==> config.mk <==
export PLATFORM = sky130hd
export DESIGN_NAME = itch_msg_parser
export DESIGN_NICKNAME = d
export VERILOG_FILES = /design/src/rtl/itch_msg_parser_pkg.sv /design/src/rtl/itch_msg_parser.sv
export SDC_FILE = /design/constraint.sdc
export NUM_CORES = 1
export LEC_CHECK = 0
export BUFFER_PORTS_ARGS = -buffer_cell sky130_fd_sc_hd__buf_2
export CAP_MARGIN = 20
export CORE_ASPECT_RATIO = 1.4
export CORE_UTILIZATION = 55
export DETAILED_ROUTE_END_ITERATION = 8
export GPL_TIMING_DRIVEN = 1
export PLACE_DENSITY = 0.87
export SYNTH_ARGS = -nofsm -noshare
export SYNTH_HDL_FRONTEND = slang
export SYNTH_SLANG_ARGS = --single-unit
export TNS_END_PERCENT = 20
==> constraint.sdc <==
create_clock -name clkIn -period 4.2 [get_ports clkIn]
set_clock_uncertainty 0.1 [all_clocks]
set_input_delay 0.84 -clock clkIn [delete_from_list [all_inputs] [get_ports clkIn]]
set_output_delay 0.84 -clock clkIn [all_outputs]
set_load 0.1 [all_outputs]
==> src/rtl/itch_msg_parser_pkg.sv <==
// Shared constants, state encoding and type helpers for the ITCH 5.0 message parser.
// Offsets count from the message type byte, which is offset 0.
package itch_msg_parser_pkg;

   localparam logic [7:0] ITCH_ADD  = 8'h41;
   localparam logic [7:0] ITCH_DEL  = 8'h44;
   localparam logic [7:0] ITCH_EXEC = 8'h45;
   localparam logic [7:0] SIDE_BUY  = 8'h42;

   localparam logic [15:0] ITCH_ADD_LEN  = 16'd36;
   localparam logic [15:0] ITCH_DEL_LEN  = 16'd19;
   localparam logic [15:0] ITCH_EXEC_LEN = 16'd31;

   localparam logic [15:0] OFF_LOC_FIRST      = 16'd1;
   localparam logic [15:0] OFF_LOC_LAST       = 16'd2;
   localparam logic [15:0] OFF_REF_FIRST      = 16'd11;
   localparam logic [15:0] OFF_REF_LAST       = 16'd18;
   localparam logic [15:0] OFF_ADD_SIDE       = 16'd19;
   localparam logic [15:0] OFF_ADD_SHR_FIRST  = 16'd20;
   localparam logic [15:0] OFF_ADD_SHR_LAST   = 16'd23;
   localparam logic [15:0] OFF_ADD_PRC_FIRST  = 16'd32;
   localparam logic [15:0] OFF_ADD_PRC_LAST   = 16'd35;
   localparam logic [15:0] OFF_EXEC_SHR_FIRST = 16'd19;
   localparam logic [15:0] OFF_EXEC_SHR_LAST  = 16'd22;

   typedef enum logic [2:0] {LEN_HI, LEN_LO, TYPE, BODY, SKIP} parserStateType;

   function automatic logic is_decoded(input logic [7:0] t);
      return (t == ITCH_ADD) || (t == ITCH_DEL) || (t == ITCH_EXEC);
   endfunction

   function automatic logic [15:0] min_len(input logic [7:0] t);
      case (t)
         ITCH_ADD:  return ITCH_ADD_LEN;
         ITCH_DEL:  return ITCH_DEL_LEN;
         ITCH_EXEC: return ITCH_EXEC_LEN;
         default:   return 16'd0;
      endcase
   endfunction

endpackage

==> src/rtl/itch_msg_parser.sv <==
// MoldUDP64 block framer + ITCH 5.0 decoder for Add / Delete / Executed messages.
// Fields shift into shadow registers and are copied to the outputs only when a strobe fires.
module itch_msg_parser
   import itch_msg_parser_pkg::*;
#(
   parameter int CNT_WIDTH = 16
) (
   input  logic                 clkIn,
   input  logic                 rstIn,
   input  logic [7:0]           dataIn,
   input  logic                 dataValidIn,
   input  logic                 lastIn,
   output logic                 addValidOut,
   output logic                 delValidOut,
   output logic                 execValidOut,
   output logic [63:0]          refNumOut,
   output logic [15:0]          locateOut,
   output logic [31:0]          priceOut,
   output logic [31:0]          sharesOut,
   output logic                 buySellOut,
   output logic [CNT_WIDTH-1:0] dropCntOut
);

   parserStateType state;
   logic [15:0] len;
   logic [15:0] idx;
   logic [7:0]  msg_type;

   logic [63:0] sh_ref,   sh_ref_n;
   logic [15:0] sh_loc,   sh_loc_n;
   logic [31:0] sh_price, sh_price_n;
   logic [31:0] sh_shr,   sh_shr_n;
   logic        sh_side,  sh_side_n;

   logic [15:0] idx_nxt;
   logic [15:0] new_len;

   assign idx_nxt = idx + 16'd1;
   assign new_len = {len[15:8], dataIn};

   function automatic logic [CNT_WIDTH-1:0] sat_inc(input logic [CNT_WIDTH-1:0] v);
      return (&v) ? v : v + {{(CNT_WIDTH-1){1'b0}}, 1'b1};
   endfunction

   // Next shadow values include the byte being accepted, so a field ending on the final byte is complete at fire time.
   always_comb begin
      sh_ref_n   = sh_ref;
      sh_loc_n   = sh_loc;
      sh_price_n = sh_price;
      sh_shr_n   = sh_shr;
      sh_side_n  = sh_side;
      if (dataValidIn && state == BODY) begin
         if (idx >= OFF_LOC_FIRST && idx <= OFF_LOC_LAST)
            sh_loc_n = {sh_loc[7:0], dataIn};
         if (idx >= OFF_REF_FIRST && idx <= OFF_REF_LAST)
            sh_ref_n = {sh_ref[55:0], dataIn};
         if (msg_type == ITCH_ADD) begin
            if (idx == OFF_ADD_SIDE)
               sh_side_n = (dataIn == SIDE_BUY);
            if (idx >= OFF_ADD_SHR_FIRST && idx <= OFF_ADD_SHR_LAST)
               sh_shr_n = {sh_shr[23:0], dataIn};
            if (idx >= OFF_ADD_PRC_FIRST && idx <= OFF_ADD_PRC_LAST)
               sh_price_n = {sh_price[23:0], dataIn};
         end else if (msg_type == ITCH_EXEC) begin
            if (idx >= OFF_EXEC_SHR_FIRST && idx <= OFF_EXEC_SHR_LAST)
               sh_shr_n = {sh_shr[23:0], dataIn};
         end
      end
   end

   always_ff @(posedge clkIn) begin
      if (!rstIn) begin
         state        <= LEN_HI;
         len          <= '0;
         idx          <= '0;
         msg_type     <= '0;
         sh_ref       <= '0;
         sh_loc       <= '0;
         sh_price     <= '0;
         sh_shr       <= '0;
         sh_side      <= 1'b0;
         addValidOut  <= 1'b0;
         delValidOut  <= 1'b0;
         execValidOut <= 1'b0;
         refNumOut    <= '0;
         locateOut    <= '0;
         priceOut     <= '0;
         sharesOut    <= '0;
         buySellOut   <= 1'b0;
         dropCntOut   <= '0;
      end else begin
         addValidOut  <= 1'b0;
         delValidOut  <= 1'b0;
         execValidOut <= 1'b0;
         sh_ref       <= sh_ref_n;
         sh_loc       <= sh_loc_n;
         sh_price     <= sh_price_n;
         sh_shr       <= sh_shr_n;
         sh_side      <= sh_side_n;
         if (dataValidIn) begin
            unique case (state)
               LEN_HI: begin
                  len <= {dataIn, 8'h00};
                  if (lastIn) begin
                     dropCntOut <= sat_inc(dropCntOut);
                     state      <= LEN_HI;
                  end else begin
                     state <= LEN_LO;
                  end
               end
               LEN_LO: begin
                  len <= new_len;
                  // An empty block that ends the payload is complete, not truncated.
                  if (lastIn) begin
                     if (new_len != 16'd0) dropCntOut <= sat_inc(dropCntOut);
                     state <= LEN_HI;
                  end else begin
                     state <= (new_len == 16'd0) ? LEN_HI : TYPE;
                  end
               end
               TYPE: begin
                  msg_type <= dataIn;
                  idx      <= 16'd1;
                  if (len == 16'd1) begin
                     if (is_decoded(dataIn)) dropCntOut <= sat_inc(dropCntOut);
                     state <= LEN_HI;
                  end else if (lastIn) begin
                     dropCntOut <= sat_inc(dropCntOut);
                     state      <= LEN_HI;
                  end else begin
                     state <= is_decoded(dataIn) ? BODY : SKIP;
                  end
               end
               BODY: begin
                  idx <= idx_nxt;
                  if (idx_nxt == len) begin
                     state <= LEN_HI;
                     if (len >= min_len(msg_type)) begin
                        refNumOut <= sh_ref_n;
                        locateOut <= sh_loc_n;
                        unique case (msg_type)
                           ITCH_ADD: begin
                              addValidOut <= 1'b1;
                              priceOut    <= sh_price_n;
                              sharesOut   <= sh_shr_n;
                              buySellOut  <= sh_side_n;
                           end
                           ITCH_EXEC: begin
                              execValidOut <= 1'b1;
                              sharesOut    <= sh_shr_n;
                           end
                           default: delValidOut <= 1'b1;
                        endcase
                     end else begin
                        dropCntOut <= sat_inc(dropCntOut);
                     end
                  end else if (lastIn) begin
                     dropCntOut <= sat_inc(dropCntOut);
                     state      <= LEN_HI;
                  end
               end
               SKIP: begin
                  idx <= idx_nxt;
                  if (idx_nxt == len) begin
                     state <= LEN_HI;
                  end else if (lastIn) begin
                     dropCntOut <= sat_inc(dropCntOut);
                     state      <= LEN_HI;
                  end
               end
               default: state <= LEN_HI;
            endcase
         end
      end
   end

endmodule

==> results.md <==
- The clock period minus worst slack is about 3.9 ns.
- The worst-path cell with the longest stage delay is or4b_1.
- The DRC violation count after routing is 36.
- The number of max-capacitance violations reported is 0.
- The critical path in this run is classified as reg2reg.
- The cell at the root of the clock tree is clkbuf_16.
- The signal on the critical path passes through or4b_1 > or4b_1 > or2_4 > ha_1 > nand3_1 > o21ai_0 > nand4_1 > nor4_4 > buf_12 > mux2i_1 > nor2_1.
- The share of the Yosys chip area taken by registers is 0.493.
- The dominant delay contributor by cell family on the critical path is simple AND/OR/NAND/NOR gates.
- The number of placed I/O pins is between 150 and 200.
- The most numerous cell on the critical path is or4b_1.
- The number of failing hold endpoints at the final stage is 0.
- The number of H-tree levels is 2.
- No sink is reached through more buffers than the 3 on the longest clock path.
- The first detailed-routing pass took 9 iterations.
- The most instantiated flip-flop cell in the synthesis netlist is dfxtp_1.
- For this run, the total global-route usage over all layers was measured as 0.246.
- The max-slew violation total from the final report is 0.
- The mean cell area of the mapped netlist is 9.74 µm².
- The wire length per cell is 17.2 µm.
- The number of setup violations in the final report is 0.
- The floorplan has 69 rows.
- For this block, the routed nets add up to between 30 and 40 mm of wire.
- After the first detailed-routing iteration, the DRC count stood at 613.
- Synthesis produced a netlist with a net count of around 1500.
- The height of the chip is 193 µm.
- The most used routing layer is met2.
- The number of sinks driven by the clock tree is approximately 350.
- Along the worst path, the maximum fanout reaches 32.
- The met2 routing resource usage after global routing is 0.446.
- The distinct cell type count after synthesis is 69.
- The HPWL after detailed placement is 22.3 mm.
- The required time of the critical path is 4.48 ns.
- The remaining antenna violation count is 0.
- Once the clock tree was built, the setup fixing pass inserted 0 buffers.
- The transition time of the tightest slew-check pin is 0.894 ns.
- The number of clock buffers added by TritonCTS is 34.
- The average via count per standard cell is around 5.7.
- In this design, the stage delay of the slowest critical-path cell is around 0.54 ns.
- Counting tap cells, the placed design contains a total of 1881 instances.
- The CTS tree is built.
- The effective utilization at floorplan is 0.561.
- In the global route stage, met1 resource usage came out at 0.278.
- In the final layout, the share of cells above drive strength 1 is 0.217.
- The core area is approximately 25000 µm².
- After clock tree synthesis, the clock-pin slew on the worst setup and hold paths is 0.06 ns.
- The synthesized design contains 352 register bits.
- The flow ran to the end, but the final reports show violations.
- The highest clock frequency the design can meet is 254 MHz.
- The number of gates resized after CTS is 0.
- The hold buffer count at CTS is 0.
- The min-delay analysis places its worst path in the category reg2reg.
- The checks that failed: design-rule violations.
- The final RePlAce weighted congestion is 0.910.
- IR analysis of the VDD net gives a maximum drop of 0.000347 V.
- The via total after detailed routing is 11108.
- The type of origin of the critical path is a flip-flop.
- The number of antenna cells inserted is 0.
- The Yosys step of the flow raised 0 warnings.
- For met3 alone, demand over resource in global routing was 0.0447.
- For this run, the post-layout net count is 1622.
- The floorplan step defined a die boundary enclosing about 27000 µm².
- The number of port buffers is 175.
- Setup repair after global routing left no endpoint under its margin.
- The number of enable flip-flop cells after synthesis is 0.
- Synthesis handed over a netlist of 1467 instances.
- STA puts the critical path data arrival time at 4.22 ns.
- The endpoint kind of the worst setup timing path is a flip-flop.
- The number of standard cells in the final layout excluding fillers is 1943.
- For this design the static power due to leakage is about 0.0068 µW.
- For this run the aggregate overflow at the end of global routing stands at 0.
- The global-route wire length before repair is 53.1 mm.
- The fraction of registers with async set or reset after synthesis is 0.
- The ratio of total power to cell area is 403 nW/µm².
- The clock latency on the worst-skew pair is between 0.5 and 0.6 ns.
- The final-layout setup total negative slack is 0 ns.
- Headroom to the max-slew limit came out at 0.402.
- The fraction of the cycle the final worst path needs is 0.938.
- The area growth from synthesis to final layout is 15.7%.
- The number of antenna violations at the first check in global routing is 0.
- The cell area after synthesis is 14300 µm².
- Entering global routing, the biggest net connects 134 pins.
- From left edge to right edge, the die measures 138 µm.
- The number of buffers and inverters on the critical path is 1.
- The number of global-route vias before repair is roughly 11000.
## worst paths after layout
path | startpoint | to | slack [ns] | depth (start not counted)
setup / recovery | msg_type[3] | sharesOut[21] | 0.26 | 11
hold reg to reg | len[14] | len[14] | 0.39 | 2
setup reg to reg | msg_type[3] | sharesOut[21] | 0.26 | 11
hold / removal | len[14] | len[14] | 0.39 | 2
## through the flow
stage	util	hold WS [ns]	setup WS (ns)	instance area, µm²	power, µW
after detailed placement	0.605	0.377	0.305	15400	3690
after global placement	0.605	0.364	0.415	15400	3680
after global routing	0.649	0.415	0.0235	16500	6830
after floorplan	-	0.339	0.534	14300	3620
after CTS	0.648	0.385	0.222	16500	6700
final	0.649	0.386	0.260	16500	6660
## state kept, by name, indices dropped and copies added, names as in the netlist, 3 cells and up
| signal | count |
|---|---|
| sh_loc | 16 |
| dropCntOut | 16 |
| idx | 16 |
| sh_shr | 32 |
| state | 3 |
| refNumOut | 64 |
| locateOut | 16 |
| sharesOut | 32 |
| len | 16 |
| sh_ref | 64 |
| priceOut | 32 |
| sh_price | 32 |
| msg_type | 8 |
## cell usage in the layout, fill, tap and decap left out, types with 9 or more instances in the layout
cell	netlist	final
xnor2_1	15	15
inv_1	12	12
mux2_2	33	33
and2_1	35	35
a21oi_1	33	33
ha_1	11	11
nor2_1	302	302
buf_4	9	24
clkbuf_16	0	34
nor3_1	14	14
a211oi_2	30	30
nand2b_1	17	16
buf_2	39	175
nand3_1	30	30
nand4_1	11	11
a311oi_1	10	10
mux2i_1	165	165
nand2_1	69	69
nor4_1	16	16
a211oi_1	84	84
buf_12	3	10
dfxtp_1	352	352
o21ai_0	19	19
clkinv_2	0	9
## synthesized netlist by cell type (all sizes together) (13+ instances only)
| cell type | number | area share |
|---|---|---|
| and2 | 36 | 0.016 |
| nor4 | 18 | 0.010 |
| nand2b | 17 | 0.0074 |
| nor3 | 15 | 0.0056 |
| xnor2 | 15 | 0.0092 |
| buf | 53 | 0.024 |
| a211oi | 114 | 0.070 |
| mux2i | 165 | 0.12 |
| clkbuf | 60 | 0.016 |
| inv | 13 | 0.0034 |
| nand3 | 31 | 0.011 |
| o21ai | 20 | 0.0073 |
| mux2 | 33 | 0.026 |
| a21oi | 33 | 0.012 |
| nand2 | 69 | 0.018 |
| nor2 | 303 | 0.080 |
| dfxtp | 352 | 0.49 |
## worst reg2reg max path, stage by stage, from the launching register on
cell	delay, ns
dfxtp_1	0.31
or4b_1	0.54
or4b_1	0.52
or2_4	0.29
ha_1	0.30
nand3_1	0.08
o21ai_0	0.22
nand4_1	0.37
nor4_4	0.44
buf_12	0.28
mux2i_1	0.28
nor2_1	0.07
## area by class of cell
| cell class | count | area, µm² |
|---|---|---|
| Clock inverter | 17 | 164 |
| Multi-Input combinational cell | 989 | 6660 |
| Clock buffer | 44 | 948 |
| Tap cell | 319 | 399 |
| Inverter | 13 | 56.3 |
| Sequential cell | 352 | 7050 |
| Fill cell | 1948 | 8940 |
| Timing Repair Buffer | 209 | 1260 |
## routing by layer
layer  part of all wire  wire length (µm)
met1               0.41             13500
met2               0.50             16600
met3              0.058              1930
met4              0.042              1390
met5                  0                 0
## report_power, final
| group | switching, µW | internal (µW) | leakage (µW) | total (µW) |
|---|---|---|---|---|
| clock network | 1310 | 1740 | 0.000555 | 3040 |
| registers | 20.5 | 3350 | 0.00284 | 3370 |
| logic | 178 | 67.4 | 0.00340 | 245 |
| total | 1500 | 5150 | 0.00679 | 6660 |
## kinds of logic after synthesis
logic type | synth area share
XOR/XNOR | 0.0135
adder cells (fa/ha/maj) | 0.00963
buffers and inverters | 0.0428
flip-flops | 0.493
AO/OA/AOI/OAI | 0.117
AND/OR/NAND/NOR | 0.182
multiplexers | 0.142
(Power assumes the default switching activity.)
